==> config.mk <==
export PLATFORM = sky130hd
export DESIGN_NAME = fdtd_field_loader_flat
export DESIGN_NICKNAME = d
export VERILOG_FILES = /design/src/rtl/fdtd_pkg.sv /design/src/rtl/fdtd_field_loader_if.sv /design/src/rtl/fdtd_ld_req_gen.sv /design/src/rtl/fdtd_field_loader.sv /design/src/flat_wrapper.sv
export SDC_FILE = /design/constraint.sdc
export NUM_CORES = 1
export LEC_CHECK = 0
export BUFFER_PORTS_ARGS = -buffer_cell sky130_fd_sc_hd__buf_2
export CAP_MARGIN = 20
export CELL_PAD_IN_SITES_DETAIL_PLACEMENT = 0
export CELL_PAD_IN_SITES_GLOBAL_PLACEMENT = 2
export CORE_MARGIN = 2
export CORE_UTILIZATION = 33
export DETAILED_ROUTE_END_ITERATION = 6
export GPL_TIMING_DRIVEN = 0
export PLACE_DENSITY = 0.89
export SYNTH_ARGS = -nofsm -noshare
export SYNTH_HDL_FRONTEND = slang
export SYNTH_SLANG_ARGS = --single-unit
==> constraint.sdc <==
create_clock -name CLK -period 4 [get_ports CLK]
set_clock_uncertainty 0.2 [all_clocks]
set_input_delay 0.4 -clock CLK [delete_from_list [all_inputs] [get_ports CLK]]
set_output_delay 0.4 -clock CLK [all_outputs]
set_load 0.02 [all_outputs]
==> src/rtl/fdtd_pkg.sv <==
// fdtd_pkg: field-select and loader-state types shared by the FDTD field loader
package fdtd_pkg;
  localparam int FDTD_WORD_BYTES = 4;
  typedef enum logic [1:0] {
    FLD_HY,
    FLD_EZ,
    FLD_SRC,
    FLD_BAD
  } fld_sel_e;
  typedef enum logic [2:0] {
    LD_IDLE,
    LD_START,
    LD_GAP,
    LD_FETCH,
    LD_END,
    LD_DONE
  } ld_state_e;
endpackage

==> src/rtl/fdtd_field_loader_if.sv <==
// fdtd_field_loader_if: core-style data memory read port (req/gnt/rvalid, in-order responses)
interface fdtd_field_loader_if #(
  parameter int DW = 32,
  parameter int AW = 32
);
  logic          data_req;
  logic [AW-1:0] data_addr;
  logic          data_we;
  logic [3:0]    data_be;
  logic          data_gnt;
  logic          data_rvalid;
  logic [DW-1:0] data_rdata;
  modport master (
    output data_req, data_addr, data_we, data_be,
    input  data_gnt, data_rvalid, data_rdata
  );
  modport slave (
    input  data_req, data_addr, data_we, data_be,
    output data_gnt, data_rvalid, data_rdata
  );
endinterface

==> src/rtl/fdtd_ld_req_gen.sv <==
// fdtd_ld_req_gen: read address generation, issue limiting and outstanding-read tracking
module fdtd_ld_req_gen
  import fdtd_pkg::*;
#(
  parameter int MEM_ADDR_WIDTH  = 32,
  parameter int LEN_WIDTH       = 16,
  parameter int MAX_OUTSTANDING = 2
) (
  input  logic                      CLK,
  input  logic                      RST_N,
  input  logic                      clr,
  input  logic                      en,
  input  logic [MEM_ADDR_WIDTH-1:0] base,
  input  logic [LEN_WIDTH-1:0]      len,
  output logic                      rx_valid,
  output logic [LEN_WIDTH-1:0]      received,
  fdtd_field_loader_if.master       mem
);
  logic [LEN_WIDTH-1:0] issued;
  logic [1:0]           outstanding;
  logic                 fire;
  // req depends only on registered state, so it and the address hold steady until granted
  assign mem.data_req  = en && issued < len && outstanding < 2'(MAX_OUTSTANDING);
  assign mem.data_addr = base + (MEM_ADDR_WIDTH'(issued) << $clog2(FDTD_WORD_BYTES));
  assign mem.data_we   = 1'b0;
  assign mem.data_be   = 4'hF;
  assign fire          = mem.data_req && mem.data_gnt;
  assign rx_valid      = mem.data_rvalid && outstanding != 2'd0;
  always_ff @(posedge CLK or negedge RST_N)
    if (!RST_N) begin
      issued      <= '0;
      received    <= '0;
      outstanding <= '0;
    end else begin
      if (clr) begin
        issued   <= '0;
        received <= '0;
      end else begin
        if (fire) issued <= issued + LEN_WIDTH'(1);
        if (rx_valid) received <= received + LEN_WIDTH'(1);
      end
      outstanding <= outstanding + 2'(fire) - 2'(rx_valid);
    end
endmodule

==> src/rtl/fdtd_field_loader.sv <==
// fdtd_field_loader: DMA fetch of one FDTD field array (Hy, Ez or source) into the buffer write side
// Define FDTD_LOADER_PERF_EN to build the request-stall performance counter.
module fdtd_field_loader
  import fdtd_pkg::*;
#(
  parameter int FDTD_DATA_WIDTH = 32,
  parameter int MEM_ADDR_WIDTH  = 32,
  parameter int LEN_WIDTH       = 16,
  parameter int MAX_LEN         = 64,
  parameter int MAX_OUTSTANDING = 2
) (
  input  logic                       CLK,
  input  logic                       RST_N,
  input  logic                       cmd_valid_i,
  output logic                       cmd_ready_o,
  input  logic [1:0]                 cmd_sel_i,
  input  logic [MEM_ADDR_WIDTH-1:0]  cmd_base_addr_i,
  input  logic [LEN_WIDTH-1:0]       cmd_len_i,
  fdtd_field_loader_if.master        mem,
  output logic                       buffer_Hy_start_o,
  output logic                       buffer_Ez_start_o,
  output logic                       buffer_src_start_o,
  output logic                       buffer_Hy_end_o,
  output logic                       buffer_Ez_end_o,
  output logic                       buffer_src_end_o,
  output logic                       wrtvalid_Hy_old_o,
  output logic                       wrtvalid_Ez_old_o,
  output logic [FDTD_DATA_WIDTH-1:0] Hy_old_o,
  output logic [FDTD_DATA_WIDTH-1:0] Ez_old_o,
  output logic                       busy_o,
  output logic                       done_o,
  output logic                       err_o,
  output logic [15:0]                perf_stall_cnt_o
);
  ld_state_e                 state_q, state_d;
  fld_sel_e                  sel_q;
  logic [MEM_ADDR_WIDTH-1:0] base_q;
  logic [LEN_WIDTH-1:0]      len_q, len_c, received;
  logic                      accept, rx_valid, last_out, clamp;
  assign accept   = cmd_valid_i && state_q == LD_IDLE;
  assign clamp    = cmd_len_i > LEN_WIDTH'(MAX_LEN);
  assign len_c    = clamp ? LEN_WIDTH'(MAX_LEN) : cmd_len_i;
  assign last_out = (wrtvalid_Hy_old_o || wrtvalid_Ez_old_o) && received == len_q;
  always_ff @(posedge CLK or negedge RST_N)
    if (!RST_N) state_q <= LD_IDLE;
    else state_q <= state_d;
  always_comb begin
    state_d = state_q;
    case (state_q)
      LD_IDLE:  state_d = !cmd_valid_i ? LD_IDLE : fld_sel_e'(cmd_sel_i) == FLD_BAD ? LD_DONE : LD_START;
      LD_START: state_d = LD_GAP;
      LD_GAP:   state_d = len_q == '0 ? LD_END : LD_FETCH;
      LD_FETCH: state_d = last_out ? LD_END : LD_FETCH;
      LD_END:   state_d = LD_DONE;
      default:  state_d = LD_IDLE;
    endcase
    cmd_ready_o        = state_q == LD_IDLE;
    busy_o             = state_q != LD_IDLE;
    done_o             = state_q == LD_DONE;
    buffer_Hy_start_o  = state_q == LD_START && sel_q == FLD_HY;
    buffer_Ez_start_o  = state_q == LD_START && sel_q == FLD_EZ;
    buffer_src_start_o = state_q == LD_START && sel_q == FLD_SRC;
    buffer_Hy_end_o    = state_q == LD_END && sel_q == FLD_HY;
    buffer_Ez_end_o    = state_q == LD_END && sel_q == FLD_EZ;
    buffer_src_end_o   = state_q == LD_END && sel_q == FLD_SRC;
  end
  always_ff @(posedge CLK or negedge RST_N)
    if (!RST_N) begin
      sel_q  <= FLD_HY;
      base_q <= '0;
      len_q  <= '0;
      err_o  <= 1'b0;
    end else if (accept) begin
      sel_q  <= fld_sel_e'(cmd_sel_i);
      base_q <= cmd_base_addr_i;
      len_q  <= len_c;
      err_o  <= clamp || fld_sel_e'(cmd_sel_i) == FLD_BAD;
    end
  // the source array shares the Ez write path of the buffer
  always_ff @(posedge CLK or negedge RST_N)
    if (!RST_N) begin
      wrtvalid_Hy_old_o <= 1'b0;
      wrtvalid_Ez_old_o <= 1'b0;
      Hy_old_o          <= '0;
      Ez_old_o          <= '0;
    end else begin
      wrtvalid_Hy_old_o <= rx_valid && sel_q == FLD_HY;
      wrtvalid_Ez_old_o <= rx_valid && sel_q != FLD_HY;
      if (rx_valid && sel_q == FLD_HY) Hy_old_o <= mem.data_rdata;
      if (rx_valid && sel_q != FLD_HY) Ez_old_o <= mem.data_rdata;
    end
  fdtd_ld_req_gen #(
    .MEM_ADDR_WIDTH (MEM_ADDR_WIDTH),
    .LEN_WIDTH      (LEN_WIDTH),
    .MAX_OUTSTANDING(MAX_OUTSTANDING)
  ) u_req_gen (
    .CLK     (CLK),
    .RST_N   (RST_N),
    .clr     (accept),
    .en      (state_q == LD_FETCH),
    .base    (base_q),
    .len     (len_q),
    .rx_valid(rx_valid),
    .received(received),
    .mem     (mem)
  );
`ifdef FDTD_LOADER_PERF_EN
  logic [15:0] stall_q;
  always_ff @(posedge CLK or negedge RST_N)
    if (!RST_N) stall_q <= '0;
    else if (accept) stall_q <= '0;
    else if (mem.data_req && !mem.data_gnt && stall_q != 16'hFFFF) stall_q <= stall_q + 16'd1;
  assign perf_stall_cnt_o = stall_q;
`else
  assign perf_stall_cnt_o = '0;
`endif
endmodule

==> src/flat_wrapper.sv <==
// flat-port wrapper written by rule: the top's interface ports become plain ports
module fdtd_field_loader_flat import fdtd_pkg::*;
#(
  parameter int FDTD_DATA_WIDTH = 32,
  parameter int MEM_ADDR_WIDTH  = 32,
  parameter int LEN_WIDTH       = 16,
  parameter int MAX_LEN         = 64,
  parameter int MAX_OUTSTANDING = 2
)
  (CLK, RST_N, cmd_valid_i, cmd_ready_o, cmd_sel_i, cmd_base_addr_i, cmd_len_i, buffer_Hy_start_o, buffer_Ez_start_o, buffer_src_start_o, buffer_Hy_end_o, buffer_Ez_end_o, buffer_src_end_o, wrtvalid_Hy_old_o, wrtvalid_Ez_old_o, Hy_old_o, Ez_old_o, busy_o, done_o, err_o, perf_stall_cnt_o, mem_data_req, mem_data_addr, mem_data_we, mem_data_be, mem_data_gnt, mem_data_rvalid, mem_data_rdata);
  fdtd_field_loader_if #(.DW(32), .AW(32)) mem_i ();
  input  logic CLK;
  input  logic RST_N;
  input  logic cmd_valid_i;
  output logic cmd_ready_o;
  input  logic [1:0] cmd_sel_i;
  input  logic [MEM_ADDR_WIDTH-1:0] cmd_base_addr_i;
  input  logic [LEN_WIDTH-1:0] cmd_len_i;
  output logic buffer_Hy_start_o;
  output logic buffer_Ez_start_o;
  output logic buffer_src_start_o;
  output logic buffer_Hy_end_o;
  output logic buffer_Ez_end_o;
  output logic buffer_src_end_o;
  output logic wrtvalid_Hy_old_o;
  output logic wrtvalid_Ez_old_o;
  output logic [FDTD_DATA_WIDTH-1:0] Hy_old_o;
  output logic [FDTD_DATA_WIDTH-1:0] Ez_old_o;
  output logic busy_o;
  output logic done_o;
  output logic err_o;
  output logic [15:0] perf_stall_cnt_o;
  output wire logic [$bits(mem_i.data_req)-1:0] mem_data_req;
  output wire logic [$bits(mem_i.data_addr)-1:0] mem_data_addr;
  output wire logic [$bits(mem_i.data_we)-1:0] mem_data_we;
  output wire logic [$bits(mem_i.data_be)-1:0] mem_data_be;
  input wire logic [$bits(mem_i.data_gnt)-1:0] mem_data_gnt;
  input wire logic [$bits(mem_i.data_rvalid)-1:0] mem_data_rvalid;
  input wire logic [$bits(mem_i.data_rdata)-1:0] mem_data_rdata;
  assign mem_data_req = mem_i.data_req;
  assign mem_data_addr = mem_i.data_addr;
  assign mem_data_we = mem_i.data_we;
  assign mem_data_be = mem_i.data_be;
  assign mem_i.data_gnt = mem_data_gnt;
  assign mem_i.data_rvalid = mem_data_rvalid;
  assign mem_i.data_rdata = mem_data_rdata;
  fdtd_field_loader #(.FDTD_DATA_WIDTH(FDTD_DATA_WIDTH), .MEM_ADDR_WIDTH(MEM_ADDR_WIDTH), .LEN_WIDTH(LEN_WIDTH), .MAX_LEN(MAX_LEN), .MAX_OUTSTANDING(MAX_OUTSTANDING)) u_core (.CLK(CLK), .RST_N(RST_N), .cmd_valid_i(cmd_valid_i), .cmd_ready_o(cmd_ready_o), .cmd_sel_i(cmd_sel_i), .cmd_base_addr_i(cmd_base_addr_i), .cmd_len_i(cmd_len_i), .mem(mem_i), .buffer_Hy_start_o(buffer_Hy_start_o), .buffer_Ez_start_o(buffer_Ez_start_o), .buffer_src_start_o(buffer_src_start_o), .buffer_Hy_end_o(buffer_Hy_end_o), .buffer_Ez_end_o(buffer_Ez_end_o), .buffer_src_end_o(buffer_src_end_o), .wrtvalid_Hy_old_o(wrtvalid_Hy_old_o), .wrtvalid_Ez_old_o(wrtvalid_Ez_old_o), .Hy_old_o(Hy_old_o), .Ez_old_o(Ez_old_o), .busy_o(busy_o), .done_o(done_o), .err_o(err_o), .perf_stall_cnt_o(perf_stall_cnt_o));
endmodule
### Yosys cells after proc, flatten, opt, wreduce, memory -nomap -nowiden

Index checks and enable logic that the tools add are counted.

* register bits after elaboration: 154
* bits in latches: 0
* RAM bits: 0
* ROM bits: 0
* bits of input ports: 87
* output and inout bits: 130
* word-level logic and storage cells: 63
* memories: 0

* $add $sub $neg: 5
* $mul: 0
* divide/modulo/power cells: 0
* magnitude comparators: 3
* equal/unequal tests: 9
* shift operators: 0
* mux-type cells: 10
* bitwise operators: 0
* reduce and logical (&&, ||, !) cells: 24

Operator list (count)
* $mux W16: 5
* $add A16 B1 Y16 const B: 2
* $add A32 B18 Y32: 1
* $eq A16 B16 Y1: 1
* $gt A16 B7 Y1 const B: 1
* $logic_not A16 Y1: 1
* $lt A16 B16 Y1: 1
* $pmux W3 S5: 1
* $logic_and A1 B1 Y1: 14
* $mux W3: 4
* $reduce_bool A2 Y1: 4
* $eq A3 B2 Y1 const B: 2
* $eq A3 B3 Y1 const B: 2
* $eq A2 B2 Y1 const B: 2
* $eq A3 B1 Y1 const B: 1
* $logic_not A3 Y1: 1
* $reduce_bool A3 Y1: 1
* $add A2 B1 Y2: 1
* $eq A2 B1 Y1 const B: 1
* $logic_not A2 Y1: 1
* $logic_or A1 B1 Y1: 2
* $lt A2 B2 Y1 const B: 1
* $sub A2 B1 Y2: 1

### Longest topological paths before layout

Gate-level depths: netlist of the first run.

* word-level depth: 6
* depth in mapped cells: 13
* mapped depth without buffers: 12

### Hierarchy

Synthesis of the first run repeated with hierarchy kept, for this count alone.

* cells, all modules: 813
* area, all modules: 8220.4 µm²

Modules (own cells, without submodules)
* fdtd_field_loader: times used 1, cells an instance 409, area an instance 4897.2 µm², sequential area each 3002.9 µm²
* fdtd_ld_req_gen: times used 1, cells an instance 404, area an instance 3323.2 µm², sequential area each 850.8 µm²

### Worst setup path before layout of the first run

OpenSTA, ideal clock, no wires.

* kind: flip-flop to output port
* start: register u_core.u_req_gen.issued[0]
* end: output mem_data_addr[20]
* data arrival time: 2.262 ns
* required time: 3.400 ns
* slack: 1.138 ns
* cell stages (with the launch flop): 10
* path buffers: 0
* path through: dfrtp_1 -> ha_1 -> inv_1 -> fa_1 -> nor2b_1 -> o2111ai_1 -> a31oi_1 -> o21ai_1 -> a21oi_1 -> xor2_1

* cells in the longest elaborated chain, start to end: 1

Ends and longest elaborated chain
* start: declaration: RTL line fdtd_ld_req_gen.sv:19 `logic [LEN_WIDTH-1:0] issued;`
* start signal: assignment: RTL line fdtd_ld_req_gen.sv:39 `if (fire) issued <= issued + LEN_WIDTH'(1);`
* $add A32 B18 Y32: RTL line fdtd_ld_req_gen.sv:24 `assign mem.data_addr = base + (MEM_ADDR_WIDTH'(issued) << $clog2(FDTD_WORD_BYTES));`
* end: declaration: RTL line flat_wrapper.sv:34 `output wire logic [$bits(mem_i.data_addr)-1:0] mem_data_addr;`

Every way passes these cells.

### Final worst setup path of the first run

* start: register u_core.u_req_gen.issued[0]
* end: output mem_data_addr[24]

Same word-level chain as after synthesis.

==> results of run 1 <==
[metrics by stage]
stage	setup slack, ns	std cells	total power [W]	TNS [ns]
after global routing	0.0237	1574	0.00680	0
after CTS	0.138	1574	0.00644	0
after floorplan	1.14	953	0.00385	0
final	0.296	1575	0.00637	0
after detailed placement	0.636	1473	0.00469	0
after global placement	-0.243	1472	0.00466	-35.20
[worst min path at each step]
stage                                  start             endpoint  cells past startpoint
after floorplan                        RST_N   u_core.Ez_old_o[0]                      0
after global placement    u_core.Ez_old_o[2]   u_core.Ez_old_o[2]                      2
after detailed placement               RST_N  u_core.Ez_old_o[28]                      1
after CTS                       cmd_len_i[3]      u_core.len_q[3]                      3
after global routing            cmd_len_i[4]      u_core.len_q[4]                      3
final                           cmd_len_i[3]      u_core.len_q[3]                      3
[tightest hold or removal path, cell delays in order]
cell and delay (ns):
buf_2 0.09, nand2_1 0.04, o21ai_0 0.06
[area by class of cell]
class                   count  area [um2]  share of cell area [%]
diodes                      1        2.50                  0.0229
plain buffers              56         319                    2.92
clock buffers              17         425                    3.89
clock inverters            15         191                    1.75
inverters                  31         116                    1.06
multi-input cells         712        3920                    35.8
flip-flops and latches    154        3850                    35.2
well taps                 324         405                    3.71
repair buffers            265        1700                    15.6
[registers in the layout, summed over array words and instances (netlist names)]
signal / flops
u_core.Ez_old_o: 32
u_core.state_q: 3
u_core.wrtvalid_Hy_old_o: 1
u_core.wrtvalid_Ez_old_o: 1
u_core.u_req_gen.outstanding: 2
u_core.Hy_old_o: 32
u_core.u_req_gen.received: 16
u_core.u_req_gen.issued: 16
u_core.sel_q: 2
u_core.len_q: 16
u_core.err_o: 1
u_core.base_q: 32
[metal layers]
metal,routed length (um),up-vias,share of wire [%],global-route usage (%)
met1,11000,3457,47,24.8
met2,10700,168,46,29.9
li1,-,3669,-,-
met4,407,0,1.7,5.32
met3,1250,24,5.3,4.11
met5,0,-,0,0
[report_power, final]
| group | switching [W] | internal, W |
|---|---|---|
| Clock | 0.000811 | 0.000857 |
| Combinational | 0.00149 | 0.000864 |
| Sequential | 0.000333 | 0.00201 |
[cell families (layout without fill, tap and decap cells)]
| kind of cell | Yosys count | count (layout) | share of synthesized area [%] |
|---|---|---|---|
| simple gates | 486 | 486 | 26.0 |
| flops | 154 | 154 | 47.4 |
| compound gates | 105 | 105 | 8.52 |
| buf+inv | 87 | 384 | 5.36 |
| xor+xnor | 59 | 59 | 6.36 |
| fa+ha+maj | 36 | 36 | 5.64 |
| mux | 5 | 5 | 0.616 |
| other cells | 2 | 22 | 0.0924 |
[layout by cell type (no fill, tap or decap), drive strengths merged, types with 10 or more instances in the layout]
cell type	count
clkbuf	37
dlygate4sd3	69
nand2	327
ha	35
and3	12
nand4	17
nor3b	10
inv	39
nand3	24
nor3	13
buf	232
xnor2	33
dfrtp	154
conb	21
o21ai	27
nor2	52
a21oi	30
xor2	26
nor4	12
[repair_timing]
action                                 4_1_cts  5_1_grt
gates resized for setup                      0        2
endpoints found under the hold margin      150        0
hold buffers                                69        0
setup endpoints to repair                    0        6
==> metrics.md, run 1 <==
| Metric | Value |
|---|---|
| Yosys reg bits | 154 |
| Critical path class | reg2out |
| Peak supply drop | 0.310 mV |
| Worst-margin pin slew | 0.776 ns |
| Antenna violations before repair | 0 |
| Pwr/cell area | 582 nW/um2 |
| Worst path cell trace | ha_1 -> inv_1 -> fa_1 -> nor2b_1 -> o2111ai_1 -> a31oi_2 -> o21ai_2 -> a21oi_1 -> xor2_1 -> buf_2 |
| First-pass GRT wire length | 38000 um |
| CTS sink cnt | 154 |
| Die Wd | 161 um |
| Placed cell areas | 9610 um2 |
| Layout Cell Area excl Fill | 10900 um2 |
| Mapped Area | 8120 um2 |
| Commonest cells post-synth | nand2_1 (327), dfrtp_1 (154), nor2_1 (51) |
| Number of DRC markers in iteration 0 | 495 |
| Final Hold Vio Count | 0 |
| DIE AREA | 25900 um2 |
| EDFF count, synth | 0 |
| Vias in the first global route | 7340 |
| Yosys cell types | 58 |
| Asr flop ratio synth | 100% |
| # fillers | 2494 |
| Final ANT Viol Nets | 0 |
| Synth warn | 0 |
| Root buf cell | clkbuf_16 |
| DPL Wire Length | 17100 um |
| CORE AREA | 24200 um2 |
| Critical Path RT | 3.40 ns |
| Main flop type after synthesis | dfrtp_1 |
| Die span in y | 161 um |
| Grt ovf | 0 |
| Vias after detailed routing | 7318 |
| Crit path depth | 10 |
| Tmin final | 3.70 ns |
| Post-synth top area cell | dfrtp_1 |
| Worst R2R Setup Slack | 0.91 ns |
| 1st-pass router iterations | 5 |
| Synthesis-to-layout area growth | 34.6% |
| Global Route Usage Sum | 18.4% |
| GP Congestion | 0.812 |
| Worst r2r src | u_core.u_req_gen.issued[13] |
| LEAKAGE | 5.73 nW |
| Worst min path class | in2reg |
| Top-count cell post-synth | nand2_1 |
| Vias per inst | 4.65 |
| Clk slew on worst S/H paths | 0.07 ns |
| Worst Setup EP | mem_data_addr[24] |
| # DRC | 0 |
| Final WL | 23400 um |
| Sequential share of the synthesized area | 47.4% |
| TritonCTS Buffers | 17 |
| Crit path max-delay cell type | dfrtp_1 |
| Period utilization | 92.6% |
| Share of cells above drive strength 1 | 21.8% |
| Delay-heaviest family, CP | compound AO/OA/AOI/OAI gates |
| Origin of the worst setup path | u_core.u_req_gen.issued[0] |
| Post-CTS Setup Inserts | 0 |
| CTS tree | yes |
| H-tree lvl count | 4 |
| # Max-Cap Violations | 0 |
| Starting density of the core | 33.5% |
| Core Rows | 57 |
| Buffers and inverters on the worst path | 2 |
| Critical Path Fanout Max | 7 |
| WP data arrival | 3.10 ns |
| Worst Reg-to-Reg Cells | 12 |
| RR Endpoint | u_core.u_req_gen.outstanding[1] |
| Layout Nets | 1360 |
| Routed len/inst | 14.8 um |
| Critical path's largest stage delay | 0.49 ns |
| Worst Setup Start Kind | flip-flop |
| Synth top area share | 47.4% |
| Slew HR | 48.3% |
| Synth area leaders | dfrtp_1 (47%), nand2_1 (15%), ha_1 (5.4%), xnor2_1 (3.6%), xor2_1 (2.8%) |
| Final Util | 45.1% |
| Fin. max-slew vios | 0 |
| WHS | 0.0105 ns |
| RSZ-0062 raised after global routing | no |
| I/O Buffers | 195 |
| Max Freq | 270 MHz |
| Setup violations, final | 0 |
| Largest net degree at the start of global routing | 105 |
| Clk Latency, worst-skew pair | 0.43 ns |
| Clk buf depth | 2 |
| Synth Instances | 934 |
| Crit. End Element | output port |
| Status | completed |
| # IOs | 217 |
| Avg Cell Area, Syn | 8.70 um2 |
No activity file was read; power rests on OpenSTA's default activity.
==> run 2: changes to the inputs <==
Settings changed: BUFFER_PORTS_ARGS -buffer_cell sky130_fd_sc_hd__buf_2 to default, CELL_PAD_IN_SITES_DETAIL_PLACEMENT 0 to default, CELL_PAD_IN_SITES_GLOBAL_PLACEMENT 2 to default, CORE_UTILIZATION 33 to 56, DONT_BUFFER_PORTS from default to 1, PLACE_DENSITY 0.89 to 0.75.
==> metrics.md, run 2 (same netlist as run 1, synthesis figures left out) <==
| Metric | Value |
|---|---|
| TritonCTS Buffers | 17 |
| Antenna violations before repair | 0 |
| Final ANT Viol Nets | 0 |
| H-tree lvl count | 4 |
| Critical Path RT | 3.40 ns |
| Placed cell areas | 8430 um2 |
| DIE AREA | 15500 um2 |
| # DRC | 0 |
| # IOs | 217 |
| Period utilization | 95.6% |
| Setup TNS | 0 ns |
| Share of cells above drive strength 1 | 7.17% |
| Switching share of power | 41.4% |
| Largest registers | u_core.Ez_old_o: 32 flops, u_core.Hy_old_o: 32 flops, u_core.base_q: 32 flops |
| LEAKAGE | 4.91 nW |
| Failing checks | hold timing |
| RSZ-0062 raised after global routing | no |
| # Max-Cap Violations | 0 |
| Peak supply drop | 0.429 mV |
| Crit. End Element | output port |
| Layout Nets | 1170 |
| Synthesis-to-layout area growth | 20.3% |
| Grt ovf | 0 |
| Ant diodes | 0 |
| Largest net degree at the start of global routing | 155 |
| Int Pwr | 0.00346 W |
| # fillers | 1131 |
| Total power | 0.00591 W |
| WHS | -0.530 ns |
| Inst Count DP | 1138 |
| Clk slew on worst S/H paths | 0.07 ns |
| Vias after detailed routing | 6879 |
| Global Route Usage Sum | 27.5% |
| Number of DRC markers in iteration 0 | 509 |
| Max Freq | 262 MHz |
| Critical path class | reg2out |
| First-pass GRT wire length | 34500 um |
| Worst-margin pin slew | 1.02 ns |
| # hold bufs at CTS | 74 |
| Non-filler cells in the finished layout | 1244 |
| GP Congestion | 0.834 |
| Clk Latency, worst-skew pair | 0.43 ns |
| CORE AREA | 14400 um2 |
| Layout Cell Area excl Fill | 9770 um2 |
| CTS sink cnt | 154 |
| Post-cts resize count | 0 |
| NetSw | 0.00245 W |
| I/O Buffers | 0 |
| Slew HR | 31.2% |
| Post-CTS Setup Inserts | 0 |
| Setup violations, final | 0 |
| DPL Wire Length | 14500 um |
| Clock share of power | 27.7% |
| Tmin final | 3.82 ns |
| Clk buf depth | 2 |
| Worst min path class | in2async |
| Final WL | 20900 um |
| Vias per inst | 5.53 |
| Core Rows | 44 |
| Die Wd | 124 um |
| Most frequent cells in the layout | nand2_1 (327), dfrtp_1 (154), dlygate4sd3_1 (74), nor2_1 (51), ha_1 (35) |
| Comb pwr share | 24.6% |
| Pwr/cell area | 605 nW/um2 |
| Fin. max-slew vios | 0 |
| Routed len/inst | 16.8 um |
| WP data arrival | 3.22 ns |
| Final Hold Vio Count | 154 |
| Starting density of the core | 56.5% |
| Critical Path Fanout Max | 7 |
| Die span in y | 124 um |
| Commonest non-fill, non-tap cell in the layout | nand2_1 |
| Root buf cell | clkbuf_16 |
| CTS tree | yes |
| Vias in the first global route | 6821 |
| 1st-pass router iterations | 5 |
| Worst Setup Start Kind | flip-flop |
| Status | complete, but fails checks |
| Sequential Power Share | 47.7% |
run 2: changes by cell type in the layout (fill, tap and decap cells not counted), moves of 3 or more:
cell	change
clkinv_8	-3
inv_6	+3
buf_2	-193
dlygate4sd3_1	+5
run 2: critical path, cell delays in order (launching register included):
cell and delay [ns]:
dfrtp_1 0.47, ha_1 0.21, inv_1 0.05, fa_1 0.41, nor2b_1 0.19, o2111ai_1 0.19, a31oi_1 0.26, o21ai_1 0.27
a21oi_1 0.28, xor2_1 0.45
run 2: routing by layer:
layer	global-route usage, %	share of wire (%)	vias to the layer above
met5	0	0	-
li1	-	-	3272
met4	8.72	1.9	0
met2	45.3	48	274
met3	6.66	7.3	39
met1	36.3	42	3294
run 2: path summary, 6_finish.rpt:
check                                             from                         endpoint  slack, ns  cells after the start
max reg2reg                u_core.u_req_gen.issued[13]  u_core.u_req_gen.outstanding[1]       0.97                     12
min in group CLK                           cmd_valid_i      u_core.u_req_gen.issued[10]       0.09                      3
max                         u_core.u_req_gen.issued[0]                mem_data_addr[28]       0.18                      9
min reg2reg                          u_core.base_q[10]                u_core.base_q[10]       0.28                      2
max in group asynchronous                        RST_N              u_core.Ez_old_o[22]       3.92                      0
min                                              RST_N                u_core.base_q[14]      -0.53                      0
run 2: final cells by class:
cell class / count / area (um2) / area share (%)
multi-input cells: 712 / 3910 / 40.0
flip-flops and latches: 154 / 3850 / 39.4
repair buffers: 75 / 746 / 7.63
clock buffers: 17 / 425 / 4.35
plain buffers: 56 / 319 / 3.27
well taps: 184 / 230 / 2.36
clock inverters: 15 / 175 / 1.79
inverters: 31 / 116 / 1.19
run 2: power by group through the flow:
stage | Sequential (W) | Combinational, W | Clock, W
2_1_floorplan | 0.00270 | 0.00114 | 0
3_3_place_gp | 0.00284 | 0.00131 | 0
3_5_place_dp | 0.00282 | 0.00138 | 0
4_1_cts | 0.00282 | 0.00144 | 0.00165
5_1_grt | 0.00287 | 0.00164 | 0.00172
6_report | 0.00282 | 0.00145 | 0.00164
run 2: per-stage QoR:
step	util (%)	setup slack (ns)	hold slack, ns
2_1_floorplan	-	1.14	-0.0956
3_3_place_gp	58.6	0.667	-0.0926
3_5_place_dp	58.7	0.702	-0.0920
4_1_cts	68.0	0.216	-0.550
5_1_grt	68.0	0.00315	-0.546
6_report	68.0	0.177	-0.530
